`src/rtl/pc_pkg.sv`:
```
// ---------------------------------------------------------------------------
// pc_pkg
//   Shared types for the program-counter sequencer:
//     state_e : FSM states (RUN, HALT)
//     act_e   : per-cycle action selected by the priority decoder
//   Legal range of the return-address stack depth.
// ---------------------------------------------------------------------------
package pc_pkg;

  typedef enum logic {
    ST_RUN  = 1'b0,
    ST_HALT = 1'b1
  } state_e;

  // One action is taken per cycle. ACT_OVF/ACT_UNF are the faulting
  // forms of call/ret: they only set a sticky flag and enter HALT.
  typedef enum logic [3:0] {
    ACT_HOLD   = 4'd0,
    ACT_INC    = 4'd1,
    ACT_BRANCH = 4'd2,
    ACT_JUMP   = 4'd3,
    ACT_CALL   = 4'd4,
    ACT_RET    = 4'd5,
    ACT_HALT   = 4'd6,
    ACT_RESUME = 4'd7,
    ACT_OVF    = 4'd8,
    ACT_UNF    = 4'd9
  } act_e;

  localparam int STACK_DEPTH_MIN = 2;
  localparam int STACK_DEPTH_MAX = 16;

endpackage

```
`src/rtl/pc_sequencer_if.sv`:
```
// ---------------------------------------------------------------------------
// pc_sequencer_if
//   Request / status bundle of the program-counter sequencer.
//   master : drives en, branch, offset, jump, call, ret, target, halt, resume;
//            observes pc, halted, err_ovf, err_unf, depth.
//   slave  : the sequencer side (directions mirrored).
//   DEPTH_W must equal $clog2(STACK_DEPTH+1) of the attached sequencer.
// ---------------------------------------------------------------------------
interface pc_sequencer_if #(
  parameter int ADDR_W  = 8,
  parameter int OFFS_W  = 8,
  parameter int DEPTH_W = 3
);
  logic               en;
  logic               branch;
  logic [OFFS_W-1:0]  offset;
  logic               jump;
  logic               call;
  logic               ret;
  logic [ADDR_W-1:0]  target;
  logic               halt;
  logic               resume;
  logic [ADDR_W-1:0]  pc;
  logic               halted;
  logic               err_ovf;
  logic               err_unf;
  logic [DEPTH_W-1:0] depth;

  modport master (
    output en, branch, offset, jump, call, ret, target, halt, resume,
    input  pc, halted, err_ovf, err_unf, depth
  );

  modport slave (
    input  en, branch, offset, jump, call, ret, target, halt, resume,
    output pc, halted, err_ovf, err_unf, depth
  );
endinterface

```
`src/rtl/pc_ret_stack.sv`:
```
// ---------------------------------------------------------------------------
// pc_ret_stack
//   Return-address LIFO.
//   Ports:
//     clk, reset      : clock, asynchronous active-low reset (clears occupancy)
//     push, push_data : store push_data on top (ignored when full)
//     pop             : discard top entry (ignored when empty; push wins)
//     top             : current top entry (meaningless when empty)
//     depth           : occupancy 0..DEPTH
//     full, empty     : occupancy status
// ---------------------------------------------------------------------------
module pc_ret_stack #(
  parameter  int DATA_W = 8,
  parameter  int DEPTH  = 4,
  localparam int CNT_W  = $clog2(DEPTH + 1)
) (
  input  logic              clk,
  input  logic              reset,
  input  logic              push,
  input  logic              pop,
  input  logic [DATA_W-1:0] push_data,
  output logic [DATA_W-1:0] top,
  output logic [CNT_W-1:0]  depth,
  output logic              full,
  output logic              empty
);
  localparam int IDX_W = $clog2(DEPTH);

  logic [DATA_W-1:0] mem [DEPTH];
  logic [CNT_W-1:0]  cnt;
  logic [IDX_W-1:0]  wr_idx;
  logic [IDX_W-1:0]  rd_idx;
  logic              do_push;
  logic              do_pop;

  assign full    = (cnt == CNT_W'(DEPTH));
  assign empty   = (cnt == '0);
  assign do_push = push && !full;
  assign do_pop  = pop && !empty && !push;
  assign wr_idx  = IDX_W'(cnt);
  assign rd_idx  = IDX_W'(cnt - CNT_W'(1));
  assign top     = mem[rd_idx];
  assign depth   = cnt;

  // NOTE: sequential state is written with non-blocking assignments so every
  // flop samples pre-edge values regardless of statement order.
  always_ff @(posedge clk or negedge reset) begin
    if (!reset) begin
      cnt <= '0;
    end else if (do_push) begin
      cnt <= cnt + CNT_W'(1);
    end else if (do_pop) begin
      cnt <= cnt - CNT_W'(1);
    end
  end

  // NOTE: the storage array has no reset; entries above the occupancy count
  // are never observed, so clearing them would only cost reset fan-out.
  always_ff @(posedge clk) begin
    if (do_push) begin
      mem[wr_idx] <= push_data;
    end
  end

endmodule

```
`src/rtl/pc_sequencer.sv`:
```
// ---------------------------------------------------------------------------
// pc_sequencer
//   Program-counter sequencer with RUN/HALT FSM. Per enabled cycle in RUN it
//   performs one action, priority halt > ret > call > jump > branch > inc.
//   Ports:
//     clk   : clock, rising edge
//     reset : asynchronous active-low reset
//     bus   : pc_sequencer_if.slave (requests in; pc/halted/err_*/depth out)
//   Configuration:
//     PC_CALL_STACK_EN defined   -> return-address stack, call/ret, error flags
//     PC_CALL_STACK_EN undefined -> call acts as jump, ret as increment,
//                                   err_ovf/err_unf/depth tied to 0
// ---------------------------------------------------------------------------
module pc_sequencer
  import pc_pkg::*;
#(
  parameter int ADDR_W      = 8,
  parameter int OFFS_W      = 8,
  parameter int STACK_DEPTH = 4
) (
  input  logic          clk,
  input  logic          reset,
  pc_sequencer_if.slave bus
);
  localparam int SUM_W = ADDR_W + OFFS_W;

  if (STACK_DEPTH < STACK_DEPTH_MIN || STACK_DEPTH > STACK_DEPTH_MAX) begin : g_bad_depth
    $error("pc_sequencer: STACK_DEPTH out of range 2..16");
  end

  state_e            state;
  act_e              act;
  logic [ADDR_W-1:0] pc_q;
  logic [ADDR_W-1:0] pc_inc;
  logic [ADDR_W-1:0] pc_branch;

  assign pc_inc = pc_q + ADDR_W'(1);
  // Offset is sign-extended into a width that holds both operands, then the
  // sum is truncated so the result wraps modulo 2^ADDR_W.
  assign pc_branch = ADDR_W'(SUM_W'(pc_q)
                             + {{ADDR_W{bus.offset[OFFS_W-1]}}, bus.offset}
                             + SUM_W'(1));

`ifdef PC_CALL_STACK_EN
  localparam int DEPTH_W = $clog2(STACK_DEPTH + 1);

  logic [ADDR_W-1:0]  stk_top;
  logic [DEPTH_W-1:0] stk_depth;
  logic               stk_full;
  logic               stk_empty;
  logic               err_ovf_q;
  logic               err_unf_q;

  pc_ret_stack #(
    .DATA_W (ADDR_W),
    .DEPTH  (STACK_DEPTH)
  ) u_ret_stack (
    .clk       (clk),
    .reset     (reset),
    .push      (act == ACT_CALL),
    .pop       (act == ACT_RET),
    .push_data (pc_inc),
    .top       (stk_top),
    .depth     (stk_depth),
    .full      (stk_full),
    .empty     (stk_empty)
  );

  assign bus.err_ovf = err_ovf_q;
  assign bus.err_unf = err_unf_q;
  assign bus.depth   = stk_depth;
`else
  assign bus.err_ovf = 1'b0;
  assign bus.err_unf = 1'b0;
  assign bus.depth   = '0;
`endif

  assign bus.pc     = pc_q;
  assign bus.halted = (state == ST_HALT);

  // NOTE: act gets a default before any branch so no path leaves it
  // unassigned, which would otherwise infer a latch.
  always_comb begin
    act = ACT_HOLD;
    if (bus.en) begin
      if (state == ST_HALT) begin
        if (bus.resume) act = ACT_RESUME;
      end else if (bus.halt) begin
        act = ACT_HALT;
      end else if (bus.ret) begin
`ifdef PC_CALL_STACK_EN
        act = stk_empty ? ACT_UNF : ACT_RET;
`else
        act = ACT_INC;
`endif
      end else if (bus.call) begin
`ifdef PC_CALL_STACK_EN
        act = stk_full ? ACT_OVF : ACT_CALL;
`else
        act = ACT_JUMP;
`endif
      end else if (bus.jump) begin
        act = ACT_JUMP;
      end else if (bus.branch) begin
        act = ACT_BRANCH;
      end else begin
        act = ACT_INC;
      end
    end
  end

  always_ff @(posedge clk or negedge reset) begin
    if (!reset) begin
      state     <= ST_RUN;
      pc_q      <= '0;
`ifdef PC_CALL_STACK_EN
      err_ovf_q <= 1'b0;
      err_unf_q <= 1'b0;
`endif
    end else begin
      case (act)
        ACT_INC:    pc_q  <= pc_inc;
        ACT_BRANCH: pc_q  <= pc_branch;
        ACT_JUMP:   pc_q  <= bus.target;
        ACT_HALT:   state <= ST_HALT;
        ACT_RESUME: state <= ST_RUN;
`ifdef PC_CALL_STACK_EN
        ACT_CALL:   pc_q  <= bus.target;
        ACT_RET:    pc_q  <= stk_top;
        ACT_OVF: begin
          err_ovf_q <= 1'b1;
          state     <= ST_HALT;
        end
        ACT_UNF: begin
          err_unf_q <= 1'b1;
          state     <= ST_HALT;
        end
`endif
        default: ;
      endcase
    end
  end

endmodule

```
`src/flat_wrapper.sv`:
```
// flat-port wrapper written by rule: the top's interface ports become plain ports
module pc_sequencer_flat import pc_pkg::*;
#(
  parameter int ADDR_W      = 8,
  parameter int OFFS_W      = 8,
  parameter int STACK_DEPTH = 4
)
  (clk, reset, bus_en, bus_branch, bus_offset, bus_jump, bus_call, bus_ret, bus_target, bus_halt, bus_resume, bus_pc, bus_halted, bus_err_ovf, bus_err_unf, bus_depth);
  pc_sequencer_if #(.ADDR_W(ADDR_W), .OFFS_W(OFFS_W), .DEPTH_W(($clog2(STACK_DEPTH + 1)))) bus_i ();
  input  logic clk;
  input  logic reset;
  input wire logic [$bits(bus_i.en)-1:0] bus_en;
  input wire logic [$bits(bus_i.branch)-1:0] bus_branch;
  input wire logic [$bits(bus_i.offset)-1:0] bus_offset;
  input wire logic [$bits(bus_i.jump)-1:0] bus_jump;
  input wire logic [$bits(bus_i.call)-1:0] bus_call;
  input wire logic [$bits(bus_i.ret)-1:0] bus_ret;
  input wire logic [$bits(bus_i.target)-1:0] bus_target;
  input wire logic [$bits(bus_i.halt)-1:0] bus_halt;
  input wire logic [$bits(bus_i.resume)-1:0] bus_resume;
  output wire logic [$bits(bus_i.pc)-1:0] bus_pc;
  output wire logic [$bits(bus_i.halted)-1:0] bus_halted;
  output wire logic [$bits(bus_i.err_ovf)-1:0] bus_err_ovf;
  output wire logic [$bits(bus_i.err_unf)-1:0] bus_err_unf;
  output wire logic [$bits(bus_i.depth)-1:0] bus_depth;
  assign bus_i.en = bus_en;
  assign bus_i.branch = bus_branch;
  assign bus_i.offset = bus_offset;
  assign bus_i.jump = bus_jump;
  assign bus_i.call = bus_call;
  assign bus_i.ret = bus_ret;
  assign bus_i.target = bus_target;
  assign bus_i.halt = bus_halt;
  assign bus_i.resume = bus_resume;
  assign bus_pc = bus_i.pc;
  assign bus_halted = bus_i.halted;
  assign bus_err_ovf = bus_i.err_ovf;
  assign bus_err_unf = bus_i.err_unf;
  assign bus_depth = bus_i.depth;
  pc_sequencer #(.ADDR_W(ADDR_W), .OFFS_W(OFFS_W), .STACK_DEPTH(STACK_DEPTH)) u_core (.clk(clk), .reset(reset), .bus(bus_i));
endmodule
```
`config.mk`:
```
export PLATFORM = sky130hd
export DESIGN_NAME = pc_sequencer_flat
export DESIGN_NICKNAME = d
export VERILOG_FILES = /design/src/rtl/pc_pkg.sv /design/src/rtl/pc_sequencer_if.sv /design/src/rtl/pc_ret_stack.sv /design/src/rtl/pc_sequencer.sv /design/src/flat_wrapper.sv
export SDC_FILE = /design/constraint.sdc
export NUM_CORES = 1
export LEC_CHECK = 0
export ABC_AREA = 1
export BUFFER_PORTS_ARGS = -buffer_cell sky130_fd_sc_hd__buf_2
export CAP_MARGIN = 10
export CORE_UTILIZATION = 50
export DETAILED_ROUTE_END_ITERATION = 6
export PLACE_DENSITY_LB_ADDON = 0.25
export SLEW_MARGIN = 25
export SYNTH_ARGS = -nofsm -noshare
export SYNTH_HDL_FRONTEND = slang
export SYNTH_SLANG_ARGS = --single-unit
```
`constraint.sdc`:
```
create_clock -name clk -period 2.3 [get_ports clk]
set_input_delay 0.115 -clock clk [delete_from_list [all_inputs] [get_ports clk]]
set_output_delay 0.115 -clock clk [all_outputs]
set_load 0.005 [all_outputs]
```
==> results of run 1 <==
metrics by stage:
step	power, mW	util [%]	setup WS, ps
2_1_floorplan	0.783	-	600
3_3_place_gp	0.952	60.8	539
3_5_place_dp	0.964	60.8	465
4_1_cts	1.10	62.4	482
5_1_grt	1.23	62.4	322
6_report	1.10	62.4	486
area by class of cell:
class,count,area share [%]
repair buffers,35,13.2
flip-flops and latches,9,16.3
inverters,42,11.4
clock buffers,4,1.90
well taps,28,2.54
multi-input cells,141,54.6
where the power goes:
group / internal [mW] / switching [mW]
Clock: 0.0671 / 0.0607
Sequential: 0.216 / 0.0969
Combinational: 0.288 / 0.369
Total: 0.571 / 0.527
routing by layer:
layer / track usage [%] / vias to the layer above
met5: 0 / -
met4: 11.1 / 0
met3: 3.64 / 10
met2: 40.9 / 36
met1: 28.7 / 539
li1: - / 669
synthesized netlist by cell type, drive strengths merged:
cell / count
nor2: 18
buf: 6
xor2: 1
ha: 8
nor3: 1
a31oi: 1
a21boi: 1
inv: 42
nand3: 26
fa: 1
a21oi: 9
xnor2: 2
or2: 3
conb: 1
o211ai: 1
nand3b: 2
nand4: 2
dfrtp: 9
a22o: 1
o21ai: 4
nand2: 55
cell usage in the layout, fill, tap and decap left out, types with 2 or more instances in the layout:
cell | synthesis | final
inv_2 | 2 | 2
nor2_4 | 2 | 2
conb_1 | 1 | 5
nand3b_1 | 2 | 2
buf_2 | 0 | 33
nand2_1 | 55 | 55
or2_2 | 3 | 3
nor2_1 | 16 | 16
a21oi_1 | 9 | 9
dfrtp_1 | 9 | 9
ha_1 | 8 | 8
inv_1 | 40 | 40
nand4_1 | 2 | 2
o21ai_0 | 3 | 3
xnor2_1 | 2 | 2
clkbuf_4 | 0 | 3
nand3_1 | 25 | 25
critical path: cells and delay by family, from the launching register on:
kind / cells / cell delay (ps)
flip-flops: 1 / 420
adder cells (fa/ha/maj): 2 / 630
buffers and inverters: 4 / 270
AND/OR/NAND/NOR: 7 / 390
final timing paths:
path / from / endpoint
setup / recovery: u_core.bus.pc[0]$_DFFE_PN0P_ / u_core.bus.pc[4]$_DFFE_PN0P_
hold / removal: bus_halt / u_core.bus.halted$_DFFE_PN0P_
setup reg to reg: u_core.bus.pc[0]$_DFFE_PN0P_ / u_core.bus.pc[4]$_DFFE_PN0P_
hold reg to reg: u_core.bus.pc[0]$_DFFE_PN0P_ / u_core.bus.pc[0]$_DFFE_PN0P_
max in group asynchronous: reset / u_core.bus.halted$_DFFE_PN0P_
min in group asynchronous: reset / u_core.bus.pc[3]$_DFFE_PN0P_
repair_timing:
action                    in CTS  in global routing
hold buffers                   1                  0
hold endpoints to repair       9                  0
setup buffers                  0                  0
resized for setup              0                  0
state kept, by name (all words and copies together), names as in the netlist:
signal,count
u_core.bus.halted,1
u_core.bus.pc,8
logic make-up (layout without fill, tap and decap cells):
group / Yosys count / after routing / synth area share (%)
xor gates and xnor gates: 3 / 3 / 2.25
other: 1 / 5 / 0.321
adders and majority gates: 9 / 9 / 10.3
AOI/OAI and AO/OA: 17 / 17 / 8.15
and+or+nand+nor: 107 / 107 / 42.3
DFF: 9 / 9 / 19.3
buffers and inverters: 48 / 81 / 17.4
==> metrics.yaml, run 1 <==
clock_tree:
  clock_path_buffers: 2
  clock_latency_ps: 270
  tritoncts: "done"
  h-tree-depth: 1
  clk_root_buffer_cell: "clkbuf_4"
  tritoncts_num_sinks: 9
  clkTransAtPathRegs_ps: 70
  cts-buffers-inserted: 3
worst_setup_path:
  worst-r2r-cell-count: 13
  crit_path_end_kind: "flip-flop"
  cp_cell_sequence: "inv_1, ha_1, fa_1, inv_1, nand2_1, nand2_1, nand2_1, nand2_1, inv_1, nand3_1, nand3_1, nand2_1, inv_1"
  path_class: "reg -> reg"
  setup.worst_path.start_class: "flip-flop"
  required_ps: 2470
  worstPathArrival_ps: 1980
  r2r_setup_slack_ps: 490
  cp_max_fo: 6
  biggest_cell_delay_along_the_critical_path_ps: 420
  cpMaxStageDelayCell: "dfrtp_1"
  critPathMostFrequentCell: "nand2_1"
finish:
  post_layout_nonfiller_instances: 259
  flow.area_growth_from_synthesis_pct: 18.3
  final.fill_count: 241
  antennaDiodeCount: 0
  multi_input_gate_area_um2: 754
  total_nets_final: 266
  register_area_um2: 225
  fraction_of_final_layout_cells_sized_beyond_drive_strength_1_pct: 19.9
  fin_area_um2: 1380
route:
  wl_per_cell_um: 10.1
  routed.top_layer: "met4"
  num_vias: 1254
  remaining_drc_errors: 0
  met3WireLength_um: 135
  number_of_drc_markers_after_the_initial_detailed_route_iteration: 23
  routed_wirelength_mm: 2.60
  route.met2.wl_mm: 1.18
  dr_vias_cell: 4.84
  final_antenna_net_count: 0
  met1Wirelength_mm: 1.22
  dr.pass1.iters: 4
floorplanning:
  io-pin-count: 39
  fp.dieArea_um2: 2530
  die_height_um: 50.3
  die_x_um: 50.3
  row_count: 17
  fp.coreArea_um2: 2210
  initial_core_util_pct: 52.8
grt:
  grt_max_degree: 11
  antenna_found_initial: 0
  global_route.usage.total_pct: 23.7
  first_global_vias: 1162
  global_route.overflow_total: 0
  wire_length_of_the_first_global_routing_pass_mm: 4.61
place:
  place_congestion: 0.875
  hpwl_mm: 2.12
  place_inst: 254
  io_buffers: 33
  post_dp_cell_area_um2: 1350
sta:
  finalSetupViolCount: 0
  rsz_0062_raised_after_global_routing: "false"
  timing.setup.tns_ps: 0
  tmin_final_ps: 1810
  timing.final.max_slew_violations: 0
  fmax_mhz: 551
  finalCritPeriodShare_pct: 78.9
  fin_worst_skew_ps: 6.13
  timing.hold.ws_ps: 144
  final_hold_viol_count: 0
yosys:
  synth_cells: 194
  synth-seq-cells: 9
  synth-warning-count: 0
  synth.avg_cell_area_um2: 6.02
  synth.yosys.seq_area_share_pct: 19.3
  largest_area_contributor_in_the_synthesized_netlist: "dfrtp_1"
  synthTopCellsByArea: "dfrtp_1, nand2_1, inv_1"
  synth.distinct_cells: 25
  synth.top_cell.area_share_pct: 19.3
  post_synth_instance_area_um2: 1170
job:
  max-cap-violations: 0
run_status:
  run_status: "complete, no violations"
hold_path:
  hold_path_class: "in -> reg"
  min_path_cells: 2
power_and_ir_drop:
  cellPowerDensity_nw_per_um2: 795
  worst_ir_drop_vdd_uv: 487
  p_leak_nw: 0.831
No activity file was read; power rests on OpenSTA's default activity.
==> inputs of run 2 (changes only) <==
clock period = 1.7 ns   (was 2.3 ns; I/O delays follow)
==> metrics.yaml, run 2 (synthesis results as in run 1) <==
run_status:
  run_status: "complete, no violations"
worst_setup_path:
  r2r_setup_slack_ps: 70
  critPathMostFrequentCell: "nand2_1"
  cp_max_fo: 3
  critical_path_cell_count: 13
  timing.critical_path.from: "u_core.bus.pc[0]$_DFFE_PN0P_"
  biggest_cell_delay_along_the_critical_path_ps: 380
  timing.critical_path.max_delay_family: "adder cells"
  worstPathArrival_ps: 1790
  cpMaxStageDelayCell: "fa_2"
  path_class: "reg -> reg"
  required_ps: 1870
  worst-r2r-cell-count: 13
  crit_path_end_kind: "flip-flop"
  setup.worst_path.start_class: "flip-flop"
  cp_cell_sequence: "inv_2, ha_4, fa_2, inv_2, nand2_2, nand2_1, nand2_1, nand2_1, inv_1, nand3_1, nand3_1, nand2_1, inv_1"
  cp-endpoint: "u_core.bus.pc[4]$_DFFE_PN0P_"
  timing.rr.end: "u_core.bus.pc[4]$_DFFE_PN0P_"
  r2r_start: "u_core.bus.pc[0]$_DFFE_PN0P_"
  timing.critical_path.buf_inv: 4
sta:
  fin_worst_skew_ps: 7.67
  finalCritPeriodShare_pct: 95.8
  timing.setup.tns_ps: 0
  fmax_mhz: 614
  finalSetupViolCount: 0
  timing.hold.ws_ps: 110
  timing.final.max_slew_violations: 0
  final_hold_viol_count: 0
  rsz_0062_raised_after_global_routing: "true"
  tmin_final_ps: 1630
power_and_ir_drop:
  cellPowerDensity_nw_per_um2: 1140
  p_leak_nw: 0.864
  worst_ir_drop_vdd_uv: 816
  total_power_mw: 1.68
hold_path:
  hold_path_class: "in -> reg"
  min_from: "bus_halt"
grt:
  wire_length_of_the_first_global_routing_pass_mm: 4.66
  gr-usage-met3_pct: 3.64
  grt_met1_use_pct: 32.2
  global_route.usage.total_pct: 24.6
  gr-usage-met2_pct: 39.8
  grt_busiest_layer: "met2"
  grt_max_degree: 11
  antenna_found_initial: 0
  first_global_vias: 1092
  global_route.overflow_total: 0
finish:
  fin_util_pct: 66.7
  final.fill_count: 218
  antennaDiodeCount: 0
  final_cell_mix: "nand2_1, inv_1, buf_2"
  post_layout_nonfiller_instances: 266
  flow.area_growth_from_synthesis_pct: 26.4
  max_ffs_per_register: 8
  total_nets_final: 273
  fraction_of_final_layout_cells_sized_beyond_drive_strength_1_pct: 25.6
  layout_commonest_cell: "nand2_1"
route:
  num_vias: 1311
  dr.pass1.iters: 5
  routed_wirelength_mm: 2.90
  final_antenna_net_count: 0
  remaining_drc_errors: 0
  wl_per_cell_um: 10.9
  dr_vias_cell: 4.93
  number_of_drc_markers_after_the_initial_detailed_route_iteration: 33
place:
  place_congestion: 0.840
  place_inst: 260
  hpwl_mm: 2.27
  io_buffers: 33
job:
  max-cap-violations: 0
floorplanning:
  io-pin-count: 39
  row_count: 17
  fp.dieArea_um2: 2530
  fp.coreArea_um2: 2210
  die_x_um: 50.3
  die_height_um: 50.3
  initial_core_util_pct: 52.8
clock_tree:
  tritoncts: "done"
  clock_path_buffers: 2
  cts-buffers-inserted: 3
  clkTransAtPathRegs_ps: 70
  clock_latency_ps: 270
  h-tree-depth: 1
  clk_root_buffer_cell: "clkbuf_4"
  tritoncts_num_sinks: 9
==> run 2: worst reg2reg max path: stages, from the launching register on <==
cell     delay [ps]
dfrtp_1         360
inv_2            60
ha_4            170
fa_2            380
inv_2            80
nand2_2          60
nand2_1          50
nand2_1          50
nand2_1          50
inv_1            40
nand3_1          60
nand3_1          60
nand2_1          60
inv_1            30
==> run 2: metal layers <==
metal	share of wire (%)	vias up
met4	1.8	0
met5	0	-
met2	46	65
met3	7.3	8
met1	45	557
li1	-	681
==> run 2: final cells by class <==
type	instances	area, um^2	area share [%]
inverter	42	158	10.7
sequential	9	225	15.3
timing repair buffer	42	235	15.9
tap	28	35.0	2.37
clock buffer	4	26.3	1.78
multi-input combinational	141	796	53.9
==> run 2: through the flow <==
step / instance area [um^2] / worst slack, ps
after floorplan: 1180 / 22.6
after global routing: 1480 / -34.7
final: 1480 / 71.8
after CTS: 1430 / 48.8
after detailed placement: 1390 / 9.11
after global placement: 1390 / 76.0
==> run 2: how the worst min path moves through the flow <==
stage	to	slack, ps	cells past startpoint
2_1_floorplan	u_core.bus.halted$_DFFE_PN0P_	-210	0
3_3_place_gp	u_core.bus.pc[7]$_DFFE_PN0P_	-40	1
3_5_place_dp	u_core.bus.halted$_DFFE_PN0P_	-40	1
6_report	u_core.bus.halted$_DFFE_PN0P_	110	2
4_1_cts	u_core.bus.halted$_DFFE_PN0P_	100	2
5_1_grt	u_core.bus.halted$_DFFE_PN0P_	100	2
==> run 2: where the power goes <==
group	internal (mW)	switching, mW	leakage [nW]
Sequential	0.292	0.0868	0.102
Combinational	0.506	0.623	0.747
Clock	0.0909	0.0857	0.0150
==> run 2: what timing repair did <==
| action | 4_1_cts | 5_1_grt |
|---|---|---|
| endpoints found under the hold margin | 9 | 0 |
| setup buffers | 0 | 1 |
| gates resized for setup | 1 | 7 |
| endpoints found under the setup margin | 1 | 3 |
| hold buffers | 1 | 0 |
| pin swaps | 0 | 5 |
